==> src/rtl/fetch_pkg.sv <==
// Shared definitions for the instruction fetch stage: scheduler codes,
// fetcher state encoding and default bus widths.
package fetch_pkg;

  localparam int ADDR_BITS_DEFAULT = 8;
  localparam int DATA_BITS_DEFAULT = 16;

  localparam logic [2:0] CORE_FETCH  = 3'b001;
  localparam logic [2:0] CORE_DECODE = 3'b010;

  typedef enum logic [2:0] {
    IDLE     = 3'b000,
    FETCHING = 3'b001,
    FETCHED  = 3'b010
  } fetcher_state_e;

endpackage

==> src/rtl/fetch_line_buffer.sv <==
// Direct-mapped instruction line buffer: combinational lookup, synchronous
// write, and a synchronous invalidate that takes priority over writes.
module fetch_line_buffer
  import fetch_pkg::*;
#(
  parameter int ADDR_BITS = ADDR_BITS_DEFAULT,
  parameter int DATA_BITS = DATA_BITS_DEFAULT,
  parameter int ENTRIES   = 4
) (
  input  logic                 clk,
  input  logic                 reset,
  input  logic                 i_invalidate,
  input  logic [ADDR_BITS-1:0] i_lookup_addr,
  output logic                 o_hit,
  output logic [DATA_BITS-1:0] o_data,
  input  logic                 i_wr_en,
  input  logic [ADDR_BITS-1:0] i_wr_addr,
  input  logic [DATA_BITS-1:0] i_wr_data
);

  localparam int IDX_BITS = $clog2(ENTRIES);
  localparam int TAG_BITS = ADDR_BITS - IDX_BITS;

  logic [ENTRIES-1:0]   r_valid;
  logic [TAG_BITS-1:0]  r_tag  [ENTRIES];
  logic [DATA_BITS-1:0] r_data [ENTRIES];

  logic [IDX_BITS-1:0] w_lookup_idx;
  logic [TAG_BITS-1:0] w_lookup_tag;
  logic [IDX_BITS-1:0] w_wr_idx;
  logic [TAG_BITS-1:0] w_wr_tag;

  assign w_lookup_idx = i_lookup_addr[IDX_BITS-1:0];
  assign w_lookup_tag = i_lookup_addr[ADDR_BITS-1:IDX_BITS];
  assign w_wr_idx     = i_wr_addr[IDX_BITS-1:0];
  assign w_wr_tag     = i_wr_addr[ADDR_BITS-1:IDX_BITS];

  assign o_hit  = r_valid[w_lookup_idx] && (r_tag[w_lookup_idx] == w_lookup_tag);
  assign o_data = r_data[w_lookup_idx];

  always_ff @(posedge clk or posedge reset) begin
    if (reset) begin
      r_valid <= '0;
    end else if (i_invalidate) begin
      r_valid <= '0;
    end else if (i_wr_en) begin
      r_valid[w_wr_idx] <= 1'b1;
    end
  end

  // NOTE: tag/data storage is deliberately left unreset; the valid bits alone
  // decide whether an entry is trusted, so this can map onto plain RAM.
  always_ff @(posedge clk) begin
    if (i_wr_en) begin
      r_tag[w_wr_idx]  <= w_wr_tag;
      r_data[w_wr_idx] <= i_wr_data;
    end
  end

endmodule

==> src/rtl/instr_fetcher.sv <==
// Instruction fetch stage: serves FETCH requests from the line buffer or over
// the program-memory read handshake, holding the result until DECODE.
module instr_fetcher
  import fetch_pkg::*;
#(
  parameter int PROGRAM_MEM_ADDR_BITS = ADDR_BITS_DEFAULT,
  parameter int PROGRAM_MEM_DATA_BITS = DATA_BITS_DEFAULT,
  parameter int BUFFER_ENTRIES        = 4
) (
  input  logic                             clk,
  input  logic                             reset,
  input  logic [2:0]                       core_state,
  input  logic [PROGRAM_MEM_ADDR_BITS-1:0] current_pc,
  input  logic                             invalidate,
  output logic                             mem_read_valid,
  output logic [PROGRAM_MEM_ADDR_BITS-1:0] mem_read_address,
  input  logic                             mem_read_ready,
  input  logic [PROGRAM_MEM_DATA_BITS-1:0] mem_read_data,
  output logic [2:0]                       fetcher_state,
  output logic [PROGRAM_MEM_DATA_BITS-1:0] instruction
);

  fetcher_state_e                   r_state,        w_state_next;
  logic                             r_mem_valid,    w_mem_valid_next;
  logic [PROGRAM_MEM_ADDR_BITS-1:0] r_mem_addr,     w_mem_addr_next;
  logic [PROGRAM_MEM_DATA_BITS-1:0] r_instruction,  w_instruction_next;
  logic                             r_inval_seen,   w_inval_seen_next;

  logic                             w_hit;
  logic [PROGRAM_MEM_DATA_BITS-1:0] w_hit_data;
  logic                             w_buf_wr;

  fetch_line_buffer #(
    .ADDR_BITS (PROGRAM_MEM_ADDR_BITS),
    .DATA_BITS (PROGRAM_MEM_DATA_BITS),
    .ENTRIES   (BUFFER_ENTRIES)
  ) u_line_buffer (
    .clk           (clk),
    .reset         (reset),
    .i_invalidate  (invalidate),
    .i_lookup_addr (current_pc),
    .o_hit         (w_hit),
    .o_data        (w_hit_data),
    .i_wr_en       (w_buf_wr),
    .i_wr_addr     (r_mem_addr),
    .i_wr_data     (mem_read_data)
  );

  // NOTE: every sequential register uses non-blocking assignment so all state
  // updates at an edge see the same pre-edge values.
  always_ff @(posedge clk or posedge reset) begin
    if (reset) begin
      r_state       <= IDLE;
      r_mem_valid   <= 1'b0;
      r_mem_addr    <= '0;
      r_instruction <= '0;
      r_inval_seen  <= 1'b0;
    end else begin
      r_state       <= w_state_next;
      r_mem_valid   <= w_mem_valid_next;
      r_mem_addr    <= w_mem_addr_next;
      r_instruction <= w_instruction_next;
      r_inval_seen  <= w_inval_seen_next;
    end
  end

  // NOTE: every output of this block gets a hold-value default first, so no
  // path through the case statement can infer a latch.
  always_comb begin
    w_state_next       = r_state;
    w_mem_valid_next   = r_mem_valid;
    w_mem_addr_next    = r_mem_addr;
    w_instruction_next = r_instruction;
    w_inval_seen_next  = r_inval_seen;
    w_buf_wr           = 1'b0;

    unique case (r_state)
      IDLE: begin
        if (core_state == CORE_FETCH) begin
          if (w_hit && !invalidate) begin
            w_instruction_next = w_hit_data;
            w_state_next       = FETCHED;
          end else begin
            w_mem_valid_next  = 1'b1;
            w_mem_addr_next   = current_pc;
            w_inval_seen_next = 1'b0;
            w_state_next      = FETCHING;
          end
        end
      end
      FETCHING: begin
        if (invalidate) w_inval_seen_next = 1'b1;
        // A response after any invalidate in this transaction may be stale
        // relative to the new program, so it is delivered but not cached.
        if (mem_read_ready) begin
          w_instruction_next = mem_read_data;
          w_buf_wr           = !(r_inval_seen || invalidate);
          w_mem_valid_next   = 1'b0;
          w_inval_seen_next  = 1'b0;
          w_state_next       = FETCHED;
        end
      end
      FETCHED: begin
        if (core_state == CORE_DECODE) w_state_next = IDLE;
      end
      default: w_state_next = IDLE;
    endcase
  end

  assign mem_read_valid   = r_mem_valid;
  assign mem_read_address = r_mem_addr;
  assign fetcher_state    = r_state;
  assign instruction      = r_instruction;

endmodule

==> config.mk <==
export PLATFORM = sky130hd
export DESIGN_NAME = instr_fetcher
export DESIGN_NICKNAME = d
export VERILOG_FILES = /design/src/rtl/fetch_pkg.sv /design/src/rtl/fetch_line_buffer.sv /design/src/rtl/instr_fetcher.sv
export SDC_FILE = /design/constraint.sdc
export NUM_CORES = 1
export LEC_CHECK = 0
export CAP_MARGIN = 20
export CORE_MARGIN = 3
export CORE_UTILIZATION = 40
export CTS_BUF_LIST = sky130_fd_sc_hd__clkbuf_8 sky130_fd_sc_hd__clkbuf_16
export DETAILED_ROUTE_END_ITERATION = 10
export GPL_ROUTABILITY_DRIVEN = 1
export GPL_TIMING_DRIVEN = 0
export MAX_ROUTING_LAYER = met4
export SLEW_MARGIN = 30
export SYNTH_ARGS = -nofsm -noshare
export SYNTH_HDL_FRONTEND = slang
export SYNTH_SLANG_ARGS = --single-unit
export TNS_END_PERCENT = 5
==> constraint.sdc <==
create_clock -name clk -period 4.55 [get_ports clk]
set_input_delay 0.455 -clock clk [delete_from_list [all_inputs] [get_ports clk]]
set_output_delay 0.455 -clock clk [all_outputs]
set_load 0.005 [all_outputs]
==> results of run 1 <==
==> cell usage after synthesis, types with 2 or more instances <==
cell      instances
mux4_2           20
nand2_1           6
nor2_1            5
nand2b_1          4
buf_2             4
buf_6             2
edfxtp_1         88
inv_1             4
buf_4             2
mux2i_1           6
a31o_2            2
mux2_2           32
xnor2_1           4
nand3b_1          2
mux2_4            9
o21a_1            3
nor3_1            2
clkbuf_1          3
dfrtp_1          32
xor2_1            3
==> sequential cells by signal (all words and copies together), names as in the netlist <==
name                   flops
fetcher_state              2
mem_read_address           8
u_line_buffer.r_tag       24
mem_read_valid             1
u_line_buffer.r_valid      4
instruction               16
r_inval_seen               1
u_line_buffer.r_data      64
==> metrics by stage <==
stage               cells  setup TNS [ns]  hold slack, ns  cell area (µm²)
global route          481               0           0.303             6340
CTS                   481               0           0.301             6340
floorplan             245               0           0.459             4820
detailed placement    449               0           0.479             5670
finish                481               0           0.299             6340
global placement      443          -16.40           0.470             5550
==> power by group <==
| group | switching [mW] | leakage [nW] | total (mW) | internal (mW) |
|---|---|---|---|---|
| clock | 0.451 | 0.332 | 1.49 | 1.04 |
| combinational | 0.155 | 0.783 | 0.498 | 0.343 |
| sequential | 0.0881 | 1.19 | 1.40 | 1.32 |
| total | 0.694 | 2.30 | 3.39 | 2.70 |
==> per-layer routing <==
layer / global-route usage [%] / vias up / wire [µm] / share of wire, %
li1: - / 1132 / - / -
met1: 20.3 / 1304 / 4230 / 46
met2: 23.5 / 49 / 4550 / 49
met3: 4.60 / 8 / 397 / 4.3
met4: 3.94 / 0 / 64 / 0.69
met5: - / - / 0 / 0
==> final cells by class <==
type,instances,area share (%)
Clock inverter,14,3.63
Inverter,4,0.237
Timing Repair Buffer,61,10.2
Sequential cell,120,54.3
Buffer,12,1.40
Multi-Input combinational cell,109,20.5
Tap cell,143,2.82
Clock buffer,18,6.93
==> cell families (layout without fill, tap and decap cells) <==
| family | count (synthesis) | in the layout | synth area share [%] |
|---|---|---|---|
| compound gates | 9 | 9 | 1.61 |
| flops | 120 | 120 | 71.4 |
| buf+inv | 16 | 109 | 2.15 |
| xor+xnor | 7 | 7 | 1.27 |
| other cells | 1 | 1 | 0.0777 |
| mux | 67 | 67 | 20.9 |
| simple gates | 25 | 25 | 2.67 |
==> how the worst min path moves through the flow <==
stage | from | to | slack, ns | cells after the start
6_report | reset | instruction[13] | 0.30 | 2
5_1_grt | reset | instruction[14] | 0.30 | 2
4_1_cts | reset | instruction[13] | 0.30 | 2
3_5_place_dp | u_line_buffer.r_valid[2] | u_line_buffer.r_valid[2] | 0.48 | 1
3_3_place_gp | u_line_buffer.r_valid[2] | u_line_buffer.r_valid[2] | 0.47 | 1
2_1_floorplan | u_line_buffer.r_valid[2] | u_line_buffer.r_valid[2] | 0.46 | 1
==> worst reg2reg max path: cells and delay by family, from the launching register on <==
family | cells | cell delay [ns]
AO/OA/AOI/OAI | 2 | 0.51
XOR/XNOR | 1 | 0.16
buffers and inverters | 2 | 0.32
flip-flops | 1 | 0.36
multiplexers | 2 | 0.79
AND/OR/NAND/NOR | 1 | 0.15
==> metrics.txt, run 1 <==
area of the multi-input gates between 1000 and 1500 µm²; r2r setup slk between 2 and 2.5 ns; Worst EP arrival 2.59 ns; DP Worst Slack 1.62 ns; Final #Nets around 360; antenna-violating nets left 0; library cells used by synthesis 32; total wire length 9.25 mm; FF/Latch Area 3440 µm²; max incr delay on CP 0.68 ns; first-pass GRT wire length between 10 and 15 mm; Final Util a little over half; initial antenna violation count 0; Req. time, crit path 4.65 ns; synth top area cells edfxtp_1 (55%), dfrtp_1 (17%), mux4_2 (9.3%); r2r endpoint instruction[10]; Slew @ Worst Pin 0.720 ns; Die Width between 100 and 150 µm; Root Driver clkbuf_16; Antenna Diode Count 0; Die ar. between 10000 and 15000 µm²; max_slew headroom 51.8%; Post-synth ARST share about a quarter; Final min period about 2.5 ns; clk_lat worst skew ~0.4 ns; fraction of layout cells with a size suffix above 1 33.1%; crit-path cells clkdlybuf4s50_1, nand3b_1, nor3_1, nor3b_2, buf_6, buf_6; Worst VDD drop about 0.29 mV; most frequent CP cell buf_6; most common cell after layout, fill and taps aside edfxtp_1; P per Cell Area 535 nW/µm²; fmax 0.403 GHz; synthesized cell area roughly 4800 µm²; CTS tree yes; Core Area around 12000 µm²; Leak roughly 2.3 nW; Critical Path End u_line_buffer.r_data[0][14]; WL per Instance about 19 µm; Port Buffers 55; vias around 2.5k; number of synthesized flops with an enable pin 88; WS Path Type input pin to register; global route total overflow 0; share of the synthesized area in the top cell type 54.8%; cell taking the most area after synthesis edfxtp_1; initial core utilization 41.5%; vias in the first global route ~2.6k; R2R depth 8; Clock Skew slightly above 0.01 ns; post-route clock period utilization a little over half; Primary FF master, synth edfxtp_1; Num Clock Sinks 120; Synth Warn # 0; start of the worst register-to-register path u_line_buffer.r_tag[3][2]; crit path from mem_read_ready; CTS buffer count 17; H-tree levels 4; CP Capture Type register; Crit path max-delay family simple AND/OR/NAND/NOR gates; DRC errors left 0; register area share after synthesis about 70%; 1st-pass router iterations 4; RSZ-0062 raised after global routing no; Critical Path Slowest Stage Cell nor3b_2; max cap viols 0; cts repair resizes 0; via/cell ratio about 5.2; most frequent cells in the layout edfxtp_1 (88), clkdlybuf4s50_1 (55), mux2_2 (32), dfrtp_1 (32), mux4_2 (20); GRT Overall Usage 15.4%; Mapped Nets 276; status finished, final reports clean; I/O Pins 59; row cnt 39; Hold Vio Cnt, Final 0; HPWL Detailed 5.93 mm; overall power 3.39 mW; flop and latch count out of synthesis between 100 and 150; Fillers around 930; clk buf depth 2; Final Slew Violations 0; Crit. path cell count 6; largest net degree at the start of global routing 25; worst-path fanout max 7; Hold Path Class input pin to asynchronous set/reset pin; Setup WS post-layout slightly above 2 ns; area delta synth->final 31.4%; Mapped Cells ~250; die span in y roughly 120 µm; initial drt markers 96; setup bufs post-CTS 0; Worst-path clk slew 0.06 ns; WP buf/inv 3; syn avg cell area 19.7 µm²; GP Congestion 0.706; Worst Setup Start Kind input pin; hold_buf cts 0; Setup Viol. Count Final 0
Note: power is estimated with default switching activity, not from simulation.
==> run 2, diff against run 1 <==
==> constraint.sdc (replaced) <==
create_clock -name clk -period 2 [get_ports clk]
set_input_delay 0.2 -clock clk [delete_from_list [all_inputs] [get_ports clk]]
set_output_delay 0.2 -clock clk [all_outputs]
set_load 0.005 [all_outputs]
==> run 2 against run 1 <==
  * The run now ends with setup timing left
  * Die area stayed put
  * Final area increased by 1.9%
  * Via count is 0.24% lower
  * Hold slack worse by 0.22 ns
  * Core utilization up 1.1 points
  * Non-clock buffer count increased by 2
  * Sequential power rose by 130%
  * Combinational power rose by 140%
==> metrics.txt, run 2 (same netlist as run 1, synthesis figures left out) <==
Finished Layout Cells 483 (+0.42%); Worst EP arrival 2.62 ns (+0.03 ns); antenna-violating nets left 0 (unchanged); area of the multi-input gates 1370 µm² (+5.5%); r2r setup slk -0.33 ns (-2.47 ns); fraction of layout cells with a size suffix above 1 35.3% (+2.2 points); DRC errors left 0 (unchanged); placed cells 448 (-0.22%); clk buf depth 2 (unchanged); fmax about 0.43 GHz; most frequent cells in the layout edfxtp_1 (88), clkdlybuf4s50_1 (55), dfrtp_1 (31), mux2_2 (26), mux4_2 (20); vias 2487 (-0.24%); Root Driver clkbuf_16; global route total overflow 0 (unchanged); hold_buf cts 0 (unchanged); Die ar. 13400 µm² (unchanged); DP Worst Slack -0.598 ns (-2.21 ns); CTS buffer count 17 (unchanged); WL per Instance 19.4 µm (+1.0%); Final min period ~2.3 ns; max_slew headroom 51.5% (-0.33 points); RSZ-0062 raised after global routing yes; Num Clock Sinks 120 (unchanged); max cap viols 0 (unchanged); Worst-path clk slew 0.05 ns (about the same); 1st-pass router iterations 4 (unchanged); Final Util 55.7% (+1.1 points); Core Area 11600 µm² (unchanged); I/O Pins 59 (unchanged); overall power 7.84 mW (+130%); initial drt markers 131 (+36%); GP Congestion 0.702 (-0.65%); clk_lat worst skew 0.40 ns (about the same); Port Buffers 55 (unchanged); post-route clock period utilization 117%; Antenna Diode Count 0 (unchanged); WS Path Type register to register; H-tree levels 4 (unchanged); area delta synth->final 34.0%; Slew @ Worst Pin 0.719 ns (-0.00101 ns); start of the worst register-to-register path u_line_buffer.r_tag[2][3]; dpl cell area 5680 µm² (+0.22%); Fillers 930 (+0.32%); Worst VDD drop 0.603 mV (+110%); initial core utilization 41.5% (unchanged); max reg flops 64 (unchanged); Clock Skew 0.0144 ns (+0.00413 ns); Largest Register u_line_buffer.r_data; row cnt 39 (unchanged); initial antenna violation count 0 (unchanged); Leak 2.36 nW (+2.3%); CTS tree yes; Setup Viol. Count Final 38 (+38); CP Capture Type register; Hold Path Class input pin to asynchronous set/reset pin; die span in y 116 µm (unchanged); worst-path fanout max 10 (+3); failing checks setup timing; Req. time, crit path 2.28 ns (-2.37 ns); Hold Vio Cnt, Final 0 (unchanged); r2r endpoint instruction[10]; R2R depth 8 (unchanged); fin area 6460 µm² (+1.9%); largest net degree at the start of global routing 24 (-4.0%); GRT Overall Usage 15.8% (+0.41 points); Die Width 116 µm (unchanged); via/cell ratio 5.15 (-0.65%); total wire length 9.38 mm (+1.5%); first-pass GRT wire length 15.0 mm (+1.0%); P per Cell Area 1210 nW/µm² (+130%); most common cell after layout, fill and taps aside edfxtp_1; Worst Setup Start Kind register; Final #Nets 358 (+0.56%); HPWL Detailed 5.90 mm (-0.41%); FF/Latch Area 3440 µm² (about the same); vias in the first global route 2652 (+0.19%); Final Slew Violations 0 (unchanged); Setup WS post-layout -0.334 ns (-2.40 ns); status finished, violations left
run 2: cell types whose count changed in the layout (fill, tap and decap cells not counted), moves of 2 or more:
cell      change
mux2_2        -6
mux2_4        +6
clkinv_4      -2
xnor2_1       -2
xnor2_2       +2
run 2: how the worst max path moves through the flow:
stage	start	endpoint	cells after the start
final	u_line_buffer.r_tag[2][3]	instruction[10]	8
after global placement	mem_read_ready	u_line_buffer.r_tag[2][2]	5
after floorplan	current_pc[0]	instruction[10]	8
after CTS	u_line_buffer.r_tag[2][3]	instruction[10]	8
after global routing	u_line_buffer.r_tag[2][3]	instruction[11]	8
after detailed placement	current_pc[3]	instruction[10]	8
run 2: power breakdown:
group	switching (mW)	internal, mW
sequential	0.212	3.00
clock	1.05	2.40
combinational	0.356	0.827
run 2: layer usage:
layer | routed length (µm) | global-route usage (%) | up-vias
met1 | 4240 | 20.3 | 1296
met4 | 83 | 4.41 | 0
met3 | 463 | 5.17 | 9
met2 | 4600 | 24.2 | 57
met5 | 0 | - | -
li1 | - | - | 1125
run 2: through the flow:
step	hold slack, ns	TNS (ns)
after floorplan	0.266	-11.21
after global placement	0.471	-101.10
after detailed placement	0.480	-31.57
after CTS	0.0702	-8.25
after global routing	0.0826	-15.95
final	0.0763	-7.67
run 2: timing repair:
item / CTS / global route
buffers inserted: 3 / 0
gates resized for setup: 10 / 4
hold endpoints to repair: 0 / 0
pin swaps: 2 / 0
setup endpoints to repair: 80 / 73
run 2: critical path, cell delays in order, from the launching register on:
cell and delay [ns]:
edfxtp_1 0.36, mux4_2 0.50, xnor2_2 0.13, nand4_1 0.18, a2111oi_4 0.27, o22a_1 0.19, buf_6 0.13, buf_12 0.15
mux2_4 0.30
run 2: area by class of cell:
class,count,share of cell area [%]
multi-input cells,109,21.2
clock inverters,13,3.48
flip-flops and latches,120,53.3
inverters,4,0.232
plain buffers,12,1.45
well taps,143,2.77
clock buffers,19,7.01
repair buffers,63,10.6
